===== config.mk =====
export PLATFORM = sky130hd
export DESIGN_NAME = seg7_scan_capture_flat
export DESIGN_NICKNAME = d
export VERILOG_FILES = /design/src/rtl/seg7_pkg.sv /design/src/rtl/seg7_scan_capture_if.sv /design/src/rtl/seg7_pattern_to_hex.sv /design/src/rtl/seg7_scan_capture.sv /design/src/flat_wrapper.sv
export SDC_FILE = /design/constraint.sdc
export NUM_CORES = 1
export LEC_CHECK = 0
export ABC_AREA = 1
export CORE_MARGIN = 10
export CORE_UTILIZATION = 40
export CTS_CLUSTER_SIZE = 24
export DETAILED_ROUTE_END_ITERATION = 12
export MAX_ROUTING_LAYER = met4
export SYNTH_ARGS = -nofsm -noshare
export SYNTH_HDL_FRONTEND = slang
export SYNTH_SLANG_ARGS = --single-unit

===== constraint.sdc =====
create_clock -name clk -period 6.55 [get_ports clk]
set_input_delay 0.655 -clock clk [delete_from_list [all_inputs] [get_ports clk]]
set_output_delay 0.655 -clock clk [all_outputs]
set_load 0.005 [all_outputs]

===== src/rtl/seg7_pkg.sv =====
// seg7_pkg: shared 7-segment hex encoding table and segment bit indices
package seg7_pkg;
  localparam int SEG_A = 0;
  localparam int SEG_B = 1;
  localparam int SEG_C = 2;
  localparam int SEG_D = 3;
  localparam int SEG_E = 4;
  localparam int SEG_F = 5;
  localparam int SEG_G = 6;
  localparam logic [6:0] SEG_BLANK = 7'h00;
  localparam logic [6:0] HEX_SEG [16] = '{
    7'h3F, 7'h06, 7'h5B, 7'h4F, 7'h66, 7'h6D, 7'h7D, 7'h07,
    7'h7F, 7'h6F, 7'h77, 7'h7C, 7'h39, 7'h5E, 7'h79, 7'h71
  };
endpackage


===== src/rtl/seg7_scan_capture_if.sv =====
// seg7_scan_capture_if: scanned display bus in, captured digits out
interface seg7_scan_capture_if #(parameter int NUM_DIGITS = 4);
  logic [NUM_DIGITS-1:0] an;
  logic [6:0] seg;
  logic [4*NUM_DIGITS-1:0] digits;
  logic [NUM_DIGITS-1:0] digit_err;
  logic frame_valid;
  modport master (output an, seg, input digits, digit_err, frame_valid);
  modport slave (input an, seg, output digits, digit_err, frame_valid);
endinterface


===== src/rtl/seg7_pattern_to_hex.sv =====
// seg7_pattern_to_hex: reverse lookup of an active-high segment pattern to its hex nibble
module seg7_pattern_to_hex
  import seg7_pkg::*;
(
  input  logic [6:0] seg,
  output logic       hit,
  output logic [3:0] nibble
);
  always_comb begin
    hit = 1'b0;
    nibble = 4'h0;
    for (int k = 0; k < 16; k++) begin
      if (seg != SEG_BLANK && seg == HEX_SEG[k]) begin
        hit = 1'b1;
        nibble = 4'(k);
      end
    end
  end
endmodule


===== src/rtl/seg7_scan_capture.sv =====
// seg7_scan_capture: rebuilds per-digit hex nibbles from a multiplexed 7-segment bus
module seg7_scan_capture
  import seg7_pkg::*;
#(
  parameter int NUM_DIGITS     = 4,
  parameter int SETTLE_CYCLES  = 4,
  parameter bit AN_ACTIVE_LOW  = 1,
  parameter bit SEG_ACTIVE_LOW = 0
) (
  input logic clk,
  input logic rst,
  seg7_scan_capture_if.slave bus
);
  localparam int IW = $clog2(NUM_DIGITS);
  localparam logic [NUM_DIGITS-1:0] AN_INV = AN_ACTIVE_LOW ? '1 : '0;
  localparam logic [6:0] SEG_INV = SEG_ACTIVE_LOW ? 7'h7F : 7'h00;
  logic [NUM_DIGITS-1:0] an_q, an_d, prev_an_q, seen_q, seen_d, seen_n, err_q, err_d;
  logic [6:0] seg_q, seg_d, prev_seg_q;
  logic [7:0] cnt_q, cnt_d;
  logic [4*NUM_DIGITS-1:0] digits_q, digits_d;
  logic done_q, done_d, frame_q, frame_d, valid, same, cap, hit;
  logic [IW-1:0] idx;
  logic [3:0] nibble;
  seg7_pattern_to_hex u_lookup (.seg(seg_q), .hit(hit), .nibble(nibble));
  always_comb begin
    an_d = bus.an ^ AN_INV;
    seg_d = bus.seg ^ SEG_INV;
    valid = $onehot(an_q);
    idx = '0;
    for (int k = 0; k < NUM_DIGITS; k++) idx = an_q[k] ? IW'(k) : idx;
    same = an_q == prev_an_q && seg_q == prev_seg_q;
    cnt_d = !valid ? 8'd0 : !same ? 8'd1 : cnt_q == 8'hFF ? cnt_q : cnt_q + 8'd1;
    cap = valid && !done_q && cnt_d == 8'(SETTLE_CYCLES);
    done_d = valid && (cap || (same && done_q));
    digits_d = digits_q;
    err_d = err_q;
    seen_n = seen_q;
    if (cap) begin
      if (hit) digits_d[4*idx +: 4] = nibble;
      err_d[idx] = !hit;
      seen_n[idx] = 1'b1;
    end
    frame_d = &seen_n;
    seen_d = frame_d ? '0 : seen_n;
  end
  always_ff @(posedge clk) begin
    if (rst) begin
      an_q <= '0;
      seg_q <= '0;
      prev_an_q <= '0;
      prev_seg_q <= '0;
      cnt_q <= '0;
      done_q <= 1'b0;
      digits_q <= '0;
      err_q <= '0;
      seen_q <= '0;
      frame_q <= 1'b0;
    end else begin
      an_q <= an_d;
      seg_q <= seg_d;
      prev_an_q <= an_q;
      prev_seg_q <= seg_q;
      cnt_q <= cnt_d;
      done_q <= done_d;
      digits_q <= digits_d;
      err_q <= err_d;
      seen_q <= seen_d;
      frame_q <= frame_d;
    end
  end
  assign bus.digits = digits_q;
  assign bus.digit_err = err_q;
  assign bus.frame_valid = frame_q;
endmodule


===== src/flat_wrapper.sv =====
// flat-port wrapper written by rule: the top's interface ports become plain ports
module seg7_scan_capture_flat import seg7_pkg::*;
#(
  parameter int NUM_DIGITS     = 4,
  parameter int SETTLE_CYCLES  = 4,
  parameter bit AN_ACTIVE_LOW  = 1,
  parameter bit SEG_ACTIVE_LOW = 0
)
  (clk, rst, bus_an, bus_seg, bus_digits, bus_digit_err, bus_frame_valid);
  seg7_scan_capture_if #(.NUM_DIGITS(NUM_DIGITS)) bus_i ();
  input logic clk;
  input logic rst;
  input wire logic [$bits(bus_i.an)-1:0] bus_an;
  input wire logic [$bits(bus_i.seg)-1:0] bus_seg;
  output wire logic [$bits(bus_i.digits)-1:0] bus_digits;
  output wire logic [$bits(bus_i.digit_err)-1:0] bus_digit_err;
  output wire logic [$bits(bus_i.frame_valid)-1:0] bus_frame_valid;
  assign bus_i.an = bus_an;
  assign bus_i.seg = bus_seg;
  assign bus_digits = bus_i.digits;
  assign bus_digit_err = bus_i.digit_err;
  assign bus_frame_valid = bus_i.frame_valid;
  seg7_scan_capture #(.NUM_DIGITS(NUM_DIGITS), .SETTLE_CYCLES(SETTLE_CYCLES), .AN_ACTIVE_LOW(AN_ACTIVE_LOW), .SEG_ACTIVE_LOW(SEG_ACTIVE_LOW)) u_core (.clk(clk), .rst(rst), .bus(bus_i));
endmodule

==> flow_summary.yaml, run 1 <==
timing:
  hold_viol_final: 0
  maxSlewViolCount: 0
  fin_ws_ns: 3.28
  tightest_slew_ns: 0.608
  relSlewSlack_pct: 59.3
  period_needed_ns: 3.27
  rsz0062_at_grt: "no"
  setup_viol: 0
  tns_ns: 0
  fmax_mhz: 306
  clock_skew_ns: 0.00740
  whs_ns: 0.468
  period_share_pct: 49.9
placed_design:
  place_congestion: 0.824
  pre_cts_slack_ns: 3.32
  dp.cells: 567
  hpwl_mm: 5.10
  io_buffer_count: 33
worst_setup_path:
  cp_max_fo: 18
  path_class: "reg2reg"
  critPathMaxStageDelay_ns: 0.49
  critPathLaunchType: "flop"
  cp_top_family: "simple AND/OR/NAND/NOR gates"
  critPathBufInv: 2
  crit_chain: "inv_1 -> ha_1 -> ha_1 -> fa_1 -> nor3_2 -> inv_1 -> nor2_1 -> nand3_4 -> nor2_8 -> nand2_4 -> or2_0 -> a21oi_1"
  required_ns: 6.79
  critPathSlowestCell: "nor3_2"
  cp-end-kind: "flop"
  crit_cells: 12
  cp.arrival_ns: 3.51
  r2r_cells: 12
logic_synthesis:
  ys_types: 35
  synth_edf_count: 0
  synth_compound_area_share_pct: 7.51
  yosysWarnings: 0
  synth_cells: 440
  synthFlopType: "dfxtp_1"
  synth_simple_gate_area_share_pct: 38.1
  synthMuxAreaShare_pct: 0
  async_reset_ff_share_pct: 0
  synth_top_family_by_area: "simple AND/OR/NAND/NOR gates"
  synth_nets: 467
  ys_ff_latch: 56
  ys_seq_area_share_pct: 37.2
  synthAdderAreaFrac_pct: 6.06
  synth_xor_area_share_pct: 1.16
  syn_avg_cell_area_um2: 6.85
  syn-cell-area_um2: 3010
layout:
  syn2layout_area_growth_pct: 18.7
  final_cell_mix: "nand2_1 (96), nor2_1 (63), inv_1 (61), dfxtp_1 (56), clkdlybuf4s50_1 (33)"
  finalNonFillerCells: 574
  antenna_cells: 0
  final_nets: 502
  layout_commonest_cell: "nand2_1"
  drive_above_1_share_pct: 7.16
run_status:
  status: "completed"
worst_hold_path:
  hp-class: "reg2reg"
  hold_depth: 2
die:
  dieHeight_um: 107
  dieArea_um2: 11400
  core_um2: 7290
  row_count: 31
  io-pin-count: 34
  start_util_pct: 41.3
  die_w_um: 107
route:
  wl_per_cell_um: 11.5
  drc: 0
  dr.pass1.iters: 4
  viasPerCell: 4.73
  dr.first_iter.drc_count: 80
  detail-route-antenna-nets: 0
  routed_wl_mm: 6.60
  vias: 2715
clock_network:
  cts_sinks: 56
  clock_latency_ns: 0.31
  htree_levels: 2
  cts_hold_buf: 0
  path_clk_slew_ns: 0.10
  cts_root_buf: "clkbuf_8"
  post-cts-setup-buffers: 0
  cts_inserted_buffers: 5
  cts_tree: "done"
  clk_path_buf_depth: 2
  ctsResizeCount: 0
pwr:
  p_switching_mw: 0.172
  combPwrFrac_pct: 11.1
  power_density_nw_per_um2: 195
  swShare_pct: 24.7
  p_clk_share_pct: 37.9
  irDropWorstVdd_mv: 0.137
  cellLeakagePower_nw: 1.51
  power_frac_seq_pct: 51.0
  p_int_mw: 0.525
global_routing:
  grt_pass1_wl_mm: 11.5
  overflow: 0
  track_usage_pct: 12.1
  grt_pass1_vias: 2510
  antenna_found_initial: 0
  grt_max_degree: 47
flow_run:
  max_cap_viol_count: 0
## power groups by stage
stage,sequential [mW],combinational (mW),clock [mW]
finish,0.355,0.0775,0.264
global route,0.356,0.0887,0.282
CTS,0.355,0.0781,0.270
detailed placement,0.363,0.0778,0
global placement,0.363,0.0761,0
floorplan,0.360,0.0576,0
## registers in the layout, indices dropped and copies added (netlist names)
register                count
u_core.bus.digits          16
u_core.cnt_q                8
u_core.prev_seg_q           7
u_core.seg_q                7
u_core.an_q                 4
u_core.bus.digit_err        4
u_core.prev_an_q            4
u_core.seen_q               4
u_core.bus.frame_valid      1
u_core.done_q               1
## final timing paths
check | to | slack [ns] | startpoint
setup / recovery | u_core.bus.digits[3]$_SDFFE_PP0P_ | 3.28 | u_core.an_q[2]$_SDFF_PP0_
hold / removal | u_core.bus.digits[11]$_SDFFE_PP0P_ | 0.47 | u_core.bus.digits[11]$_SDFFE_PP0P_
setup reg to reg | u_core.bus.digits[3]$_SDFFE_PP0P_ | 3.28 | u_core.an_q[2]$_SDFF_PP0_
hold reg to reg | u_core.bus.digits[11]$_SDFFE_PP0P_ | 0.47 | u_core.bus.digits[11]$_SDFFE_PP0P_
## worst register-to-register path, cell delays in order, from the launching register on
cell	delay (ns)
dfxtp_1	0.38
inv_1	0.09
ha_1	0.29
ha_1	0.19
fa_1	0.44
nor3_2	0.49
inv_1	0.12
nor2_1	0.31
nand3_4	0.19
nor2_8	0.26
nand2_4	0.10
or2_0	0.21
a21oi_1	0.13
## through the flow
| stage | area [µm²] | total power [mW] | util, % |
|---|---|---|---|
| detailed placement | 3450 | 0.441 | 47.3 |
| global placement | 3450 | 0.439 | 47.3 |
| finish | 3580 | 0.696 | 49.1 |
| global route | 3580 | 0.727 | 49.1 |
| floorplan | 3010 | 0.418 | - |
| CTS | 3580 | 0.703 | 49.1 |
## routing by layer
metal  track usage [%]  share of wire [%]  wire, µm
met1              15.2                 51      3380
met2              19.5                 45      2940
met3              2.16                3.2       209
met4              3.19               0.99        65
met5                 -                  0         0
## cells in the mapped netlist, types with 2 or more instances
cell type	number	area (µm²)
o21ai_0	13	65.1
nor4_1	3	18.8
ha_1	13	163
clkbuf_1	3	11.3
nand3_2	2	20.0
nand4_1	25	156
nor3_1	12	60.1
xnor2_1	3	26.3
nand3_1	27	135
dfxtp_1	56	1120
nand2_1	96	360
nor2_2	4	25.0
or2_0	2	12.5
nand2_4	2	22.5
o21ai_1	2	10.0
nor2_1	63	236
buf_1	2	7.51
inv_2	8	30.0
nand2_2	2	12.5
a21oi_1	24	120
nor2_4	3	33.8
inv_1	61	229
clkinv_1	2	7.51
## cell type report
class | instances | area, µm²
tap | 99 | 124
multi-input combinational | 306 | 1590
sequential | 56 | 1120
clock inverter | 2 | 60.1
clock buffer | 5 | 68.8
fill | 761 | 3710
timing repair buffer | 35 | 345
inverter | 71 | 267
## cells by family (layout without fill, tap and decap cells)
group / Yosys count / in the layout
compound gates: 43 / 43
flops: 56 / 56
fa+ha+maj: 14 / 14
simple gates: 245 / 245
xor+xnor: 4 / 4
buf+inv: 78 / 113
No activity file was read; power rests on OpenSTA's default activity.
==> run 2: changes to the inputs <==
Clock period 6.55 ns to 3.35 ns, I/O delays scaled along.
==> flow_summary.yaml, run 2 (synthesis gave the netlist of run 1 again) <==
run_status:
  status: "completed"
layout:
  final_nets: 502
  finish.utilization_pct: 48.7
  layout_commonest_cell: "nand2_1"
  syn2layout_area_growth_pct: 17.8
  final_cell_mix: "nand2_1 (96), nor2_1 (62), inv_1 (61), dfxtp_1 (56), clkdlybuf4s50_1 (33)"
  largest_reg_flops: 16
  antenna_cells: 0
  drive_above_1_share_pct: 7.35
route:
  drc: 0
  vias: 2751
  detail-route-antenna-nets: 0
  wl_per_cell_um: 11.4
  dr.pass1.iters: 4
  dr.first_iter.drc_count: 108
  viasPerCell: 4.78
  routed_wl_mm: 6.54
timing:
  setup_viol: 0
  maxSlewViolCount: 0
  tns_ns: 0
  rsz0062_at_grt: "no"
  hold_viol_final: 0
  period_needed_ns: 3.09
  clock_skew_ns: 0.0110
  fmax_mhz: 324
  whs_ns: 0.468
  tightest_slew_ns: 0.624
  period_share_pct: 92.2
  relSlewSlack_pct: 58.2
die:
  die_w_um: 107
  dieHeight_um: 107
  dieArea_um2: 11400
  start_util_pct: 41.3
  core_um2: 7290
  row_count: 31
  io-pin-count: 34
worst_setup_path:
  path_class: "reg2reg"
  required_ns: 3.59
  cp_top_family: "simple AND/OR/NAND/NOR gates"
  cp.arrival_ns: 3.33
  cp-end-kind: "flop"
  crit_chain: "inv_1 -> ha_1 -> ha_1 -> fa_1 -> nor3_4 -> nand4_1 -> nor2_4 -> nand3_4 -> nor2_8 -> nand2_4 -> or2_0 -> a21oi_1"
  cp_max_fo: 18
  critPathSlowestCell: "fa_1"
  critPathMaxStageDelay_ns: 0.47
  critPathBufInv: 1
  critPathLaunchType: "flop"
  cpMostUsedCell: "ha_1"
global_routing:
  antenna_found_initial: 0
  grt_pass1_vias: 2545
  grt.busiest_layer: "met2"
  track_usage_pct: 12.0
  grt_pass1_wl_mm: 11.3
  grt_util_met2_pct: 19.1
  overflow: 0
  grt_max_degree: 46
  gr-usage-met3_pct: 2.40
  met1_usage_pct: 14.8
placed_design:
  place_congestion: 0.832
  hpwl_mm: 5.12
  io_buffer_count: 33
clock_network:
  clock_latency_ns: 0.31
  cts_hold_buf: 0
  cts_sinks: 56
  cts_tree: "done"
  cts_inserted_buffers: 5
  cts_root_buf: "clkbuf_8"
  post-cts-setup-buffers: 0
  htree_levels: 2
  path_clk_slew_ns: 0.10
  clk_path_buf_depth: 2
pwr:
  power_density_nw_per_um2: 348
  irDropWorstVdd_mv: 0.189
  cellLeakagePower_nw: 1.49
worst_hold_path:
  hp-class: "reg2reg"
flow_run:
  max_cap_viol_count: 0
run 2: cell types whose count changed in the layout (fill, tap and decap cells not counted):
cell and delta:
bufinv_16 -2, clkbuf_1 +1, clkbuf_8 +1, clkinvlp_4 +1
nor2_1 -1, nor2_2 +1, nor3_2 -1, nor3_4 +1
run 2: what timing repair did:
| item | 4_1_cts | 5_1_grt |
|---|---|---|
| setup endpoints to repair | 0 | 20 |
| resized for setup | 0 | 2 |
| hold endpoints to repair | 0 | 0 |
run 2: final cells by class:
| cell class | instances | area, µm² |
|---|---|---|
| clock buffer | 7 | 86.3 |
| clock inverter | 1 | 7.51 |
| inverter | 71 | 267 |
| timing repair buffer | 35 | 345 |
| multi-input combinational | 306 | 1600 |
| fill | 770 | 3740 |
| tap | 99 | 124 |
| sequential | 56 | 1120 |
run 2: power breakdown:
group	switching (mW)	leakage, nW	internal [mW]
sequential	0.0138	0.456	0.679
combinational	0.101	0.988	0.0537
clock	0.219	0.0445	0.169
total	0.334	1.49	0.902
run 2: path summary, 6_finish.rpt:
kind	start	end	slack, ns	cells past startpoint
worst max-delay path	u_core.an_q[2]$_SDFF_PP0_	u_core.bus.digits[3]$_SDFFE_PP0P_	0.26	12
worst min-delay path	u_core.bus.digits[11]$_SDFFE_PP0P_	u_core.bus.digits[11]$_SDFFE_PP0P_	0.47	2
worst max register to register	u_core.an_q[2]$_SDFF_PP0_	u_core.bus.digits[3]$_SDFFE_PP0P_	0.26	12
worst min register to register	u_core.bus.digits[11]$_SDFFE_PP0P_	u_core.bus.digits[11]$_SDFFE_PP0P_	0.47	2
run 2: worst reg2reg max path: cells and delay by family (launching register included):
kind | cells | cell delay (ns)
AND/OR/NAND/NOR | 7 | 1.47
AO/OA/AOI/OAI | 1 | 0.12
buffers and inverters | 1 | 0.09
adder cells (fa/ha/maj) | 3 | 0.96
flip-flops | 1 | 0.37
run 2: metrics by stage:
stage | setup WS (ns) | instance area (µm²) | power (mW) | std cells
4_1_cts | 0.111 | 3540 | 1.25 | 575
3_3_place_gp | 0.261 | 3450 | 0.858 | 567
5_1_grt | 0.0399 | 3550 | 1.30 | 575
3_5_place_dp | 0.141 | 3450 | 0.861 | 567
2_1_floorplan | 0.485 | 3010 | 0.817 | 440
6_report | 0.262 | 3550 | 1.24 | 575
run 2: routing by layer:
| layer | routed length, µm | part of all wire [%] | vias to the layer above |
|---|---|---|---|
| li1 | - | - | 1471 |
| met1 | 3220 | 49 | 1229 |
| met2 | 2980 | 46 | 45 |
| met3 | 258 | 3.9 | 6 |
| met4 | 76 | 1.2 | 0 |
| met5 | 0 | 0 | - |
==> run 3: changes to the inputs <==
Settings changed: HOLD_SLACK_MARGIN set to 0.08, MAX_ROUTING_LAYER met4 to unset, SKIP_CTS_REPAIR_TIMING set to 1.
==> flow_summary.yaml, run 3 (synthesis gave the netlist of run 1 again) <==
clock_network:
  cts_tree: "done"
  htree_levels: 2
  path_clk_slew_ns: 0.10
  clock_latency_ns: 0.31
  cts_inserted_buffers: 5
  cts_root_buf: "clkbuf_8"
  cts_sinks: 56
  clk_path_buf_depth: 2
route:
  dr.pass1.iters: 6
  detail-route-antenna-nets: 0
  drc: 0
  dr.first_iter.drc_count: 77
  viasPerCell: 4.77
  routed_wl_mm: 6.67
  vias: 2745
  wl_per_cell_um: 11.6
die:
  start_util_pct: 41.3
  io-pin-count: 34
  die_w_um: 107
  dieArea_um2: 11400
  core_um2: 7290
  dieHeight_um: 107
  row_count: 31
worst_setup_path:
  critPathLaunchType: "flop"
  r2r_slack_ns: 0.31
  cp_max_fo: 18
  r2r_cells: 12
  cp-end-kind: "flop"
  critPathCapture: "u_core.bus.digits[3]$_SDFFE_PP0P_"
  critPathLaunch: "u_core.an_q[2]$_SDFF_PP0_"
  r2r-start: "u_core.an_q[2]$_SDFF_PP0_"
  cp.arrival_ns: 3.28
  required_ns: 3.59
  path_class: "reg2reg"
  reg2reg_to: "u_core.bus.digits[3]$_SDFFE_PP0P_"
timing:
  period_share_pct: 90.7
  fin_ws_ns: 0.310
  relSlewSlack_pct: 58.6
  maxSlewViolCount: 0
  setup_viol: 0
  tightest_slew_ns: 0.618
  hold_viol_final: 0
  period_needed_ns: 3.04
  fmax_mhz: 329
  rsz0062_at_grt: "no"
  tns_ns: 0
  clock_skew_ns: 0.0107
layout:
  drive_above_1_share_pct: 7.56
  final_cell_mix: "nand2_1 (96), nor2_1 (62), inv_1 (61), dfxtp_1 (56), clkdlybuf4s50_1 (33)"
  seq_area_um2: 1120
  n_fill_cell: 787
  layout_commonest_cell: "nand2_1"
  largest_reg_flops: 16
  multiInputGateArea_um2: 1600
  syn2layout_area_growth_pct: 17.9
  antenna_cells: 0
  final_nets: 502
flow_run:
  max_cap_viol_count: 0
pwr:
  power_density_nw_per_um2: 349
  cellLeakagePower_nw: 1.49
  irDropWorstVdd_mv: 0.180
global_routing:
  grt_pass1_wl_mm: 11.6
  antenna_found_initial: 0
  grt_max_degree: 47
  overflow: 0
  grt_pass1_vias: 2581
  track_usage_pct: 11.9
placed_design:
  pre_cts_slack_ns: 0.123
  place_congestion: 0.817
  hpwl_mm: 5.20
  io_buffer_count: 33
worst_hold_path:
  hp-class: "reg2reg"
  hold_depth: 2
run_status:
  status: "completed"
run 3: cell types whose count changed in the layout (fill, tap and decap cells not counted), sizes merged:
cell | previous run | this run
clkbuf | 7 | 6
clkinvlp | 1 | 2
run 3: area by class of cell:
type	count	area share [%]
inverter	71	7.50
clock inverter	2	0.422
tap	99	3.48
multi-input combinational	306	45.0
timing repair buffer	35	9.71
clock buffer	6	2.32
sequential	56	31.5
run 3: metal layers:
layer  wire [µm]  share of wire, %  global-route usage, %
met1        3290                49                   14.9
met2        3070                46                   20.0
met3         249               3.7                   2.63
met4          59              0.88                   3.29
met5           0                 0                      0
run 3: power breakdown:
group          leakage (nW)  internal (mW)  switching, mW
sequential            0.456          0.679         0.0142
combinational         0.988         0.0545          0.102
clock                0.0434          0.168          0.224
run 3: worst min-delay path by stage:
stage                                            to                            startpoint  slack [ns]
3_5_place_dp      u_core.bus.digits[2]$_SDFFE_PP0P_     u_core.bus.digits[2]$_SDFFE_PP0P_        0.46
5_1_grt        u_core.bus.digit_err[3]$_SDFFE_PP0P_  u_core.bus.digit_err[3]$_SDFFE_PP0P_        0.49
3_3_place_gp     u_core.bus.digits[11]$_SDFFE_PP0P_    u_core.bus.digits[11]$_SDFFE_PP0P_        0.45
4_1_cts           u_core.bus.digits[2]$_SDFFE_PP0P_     u_core.bus.digits[2]$_SDFFE_PP0P_        0.47
6_report          u_core.bus.digits[2]$_SDFFE_PP0P_     u_core.bus.digits[2]$_SDFFE_PP0P_        0.47
2_1_floorplan             u_core.an_q[3]$_SDFF_PP0_                             bus_an[3]        0.40
run 3: worst max-delay path: stages, from the launching register on:
cell and delay [ns]:
dfxtp_1 0.39, inv_1 0.09, ha_1 0.30, ha_1 0.19, fa_1 0.47, nor3_4 0.30
nand4_1 0.22, nor2_4 0.18, nand3_4 0.15, nor2_8 0.25, nand2_4 0.10, or2_0 0.21
a21oi_1 0.11
run 3: stage by stage:
step	cells	hold slack (ns)	util, %	area (µm²)	power (mW)
4_1_cts	575	0.470	48.6	3550	1.25
3_3_place_gp	567	0.451	47.3	3450	0.858
2_1_floorplan	440	0.402	-	3010	0.817
3_5_place_dp	567	0.456	47.3	3450	0.862
6_report	575	0.466	48.7	3550	1.24
5_1_grt	575	0.486	48.7	3550	1.31
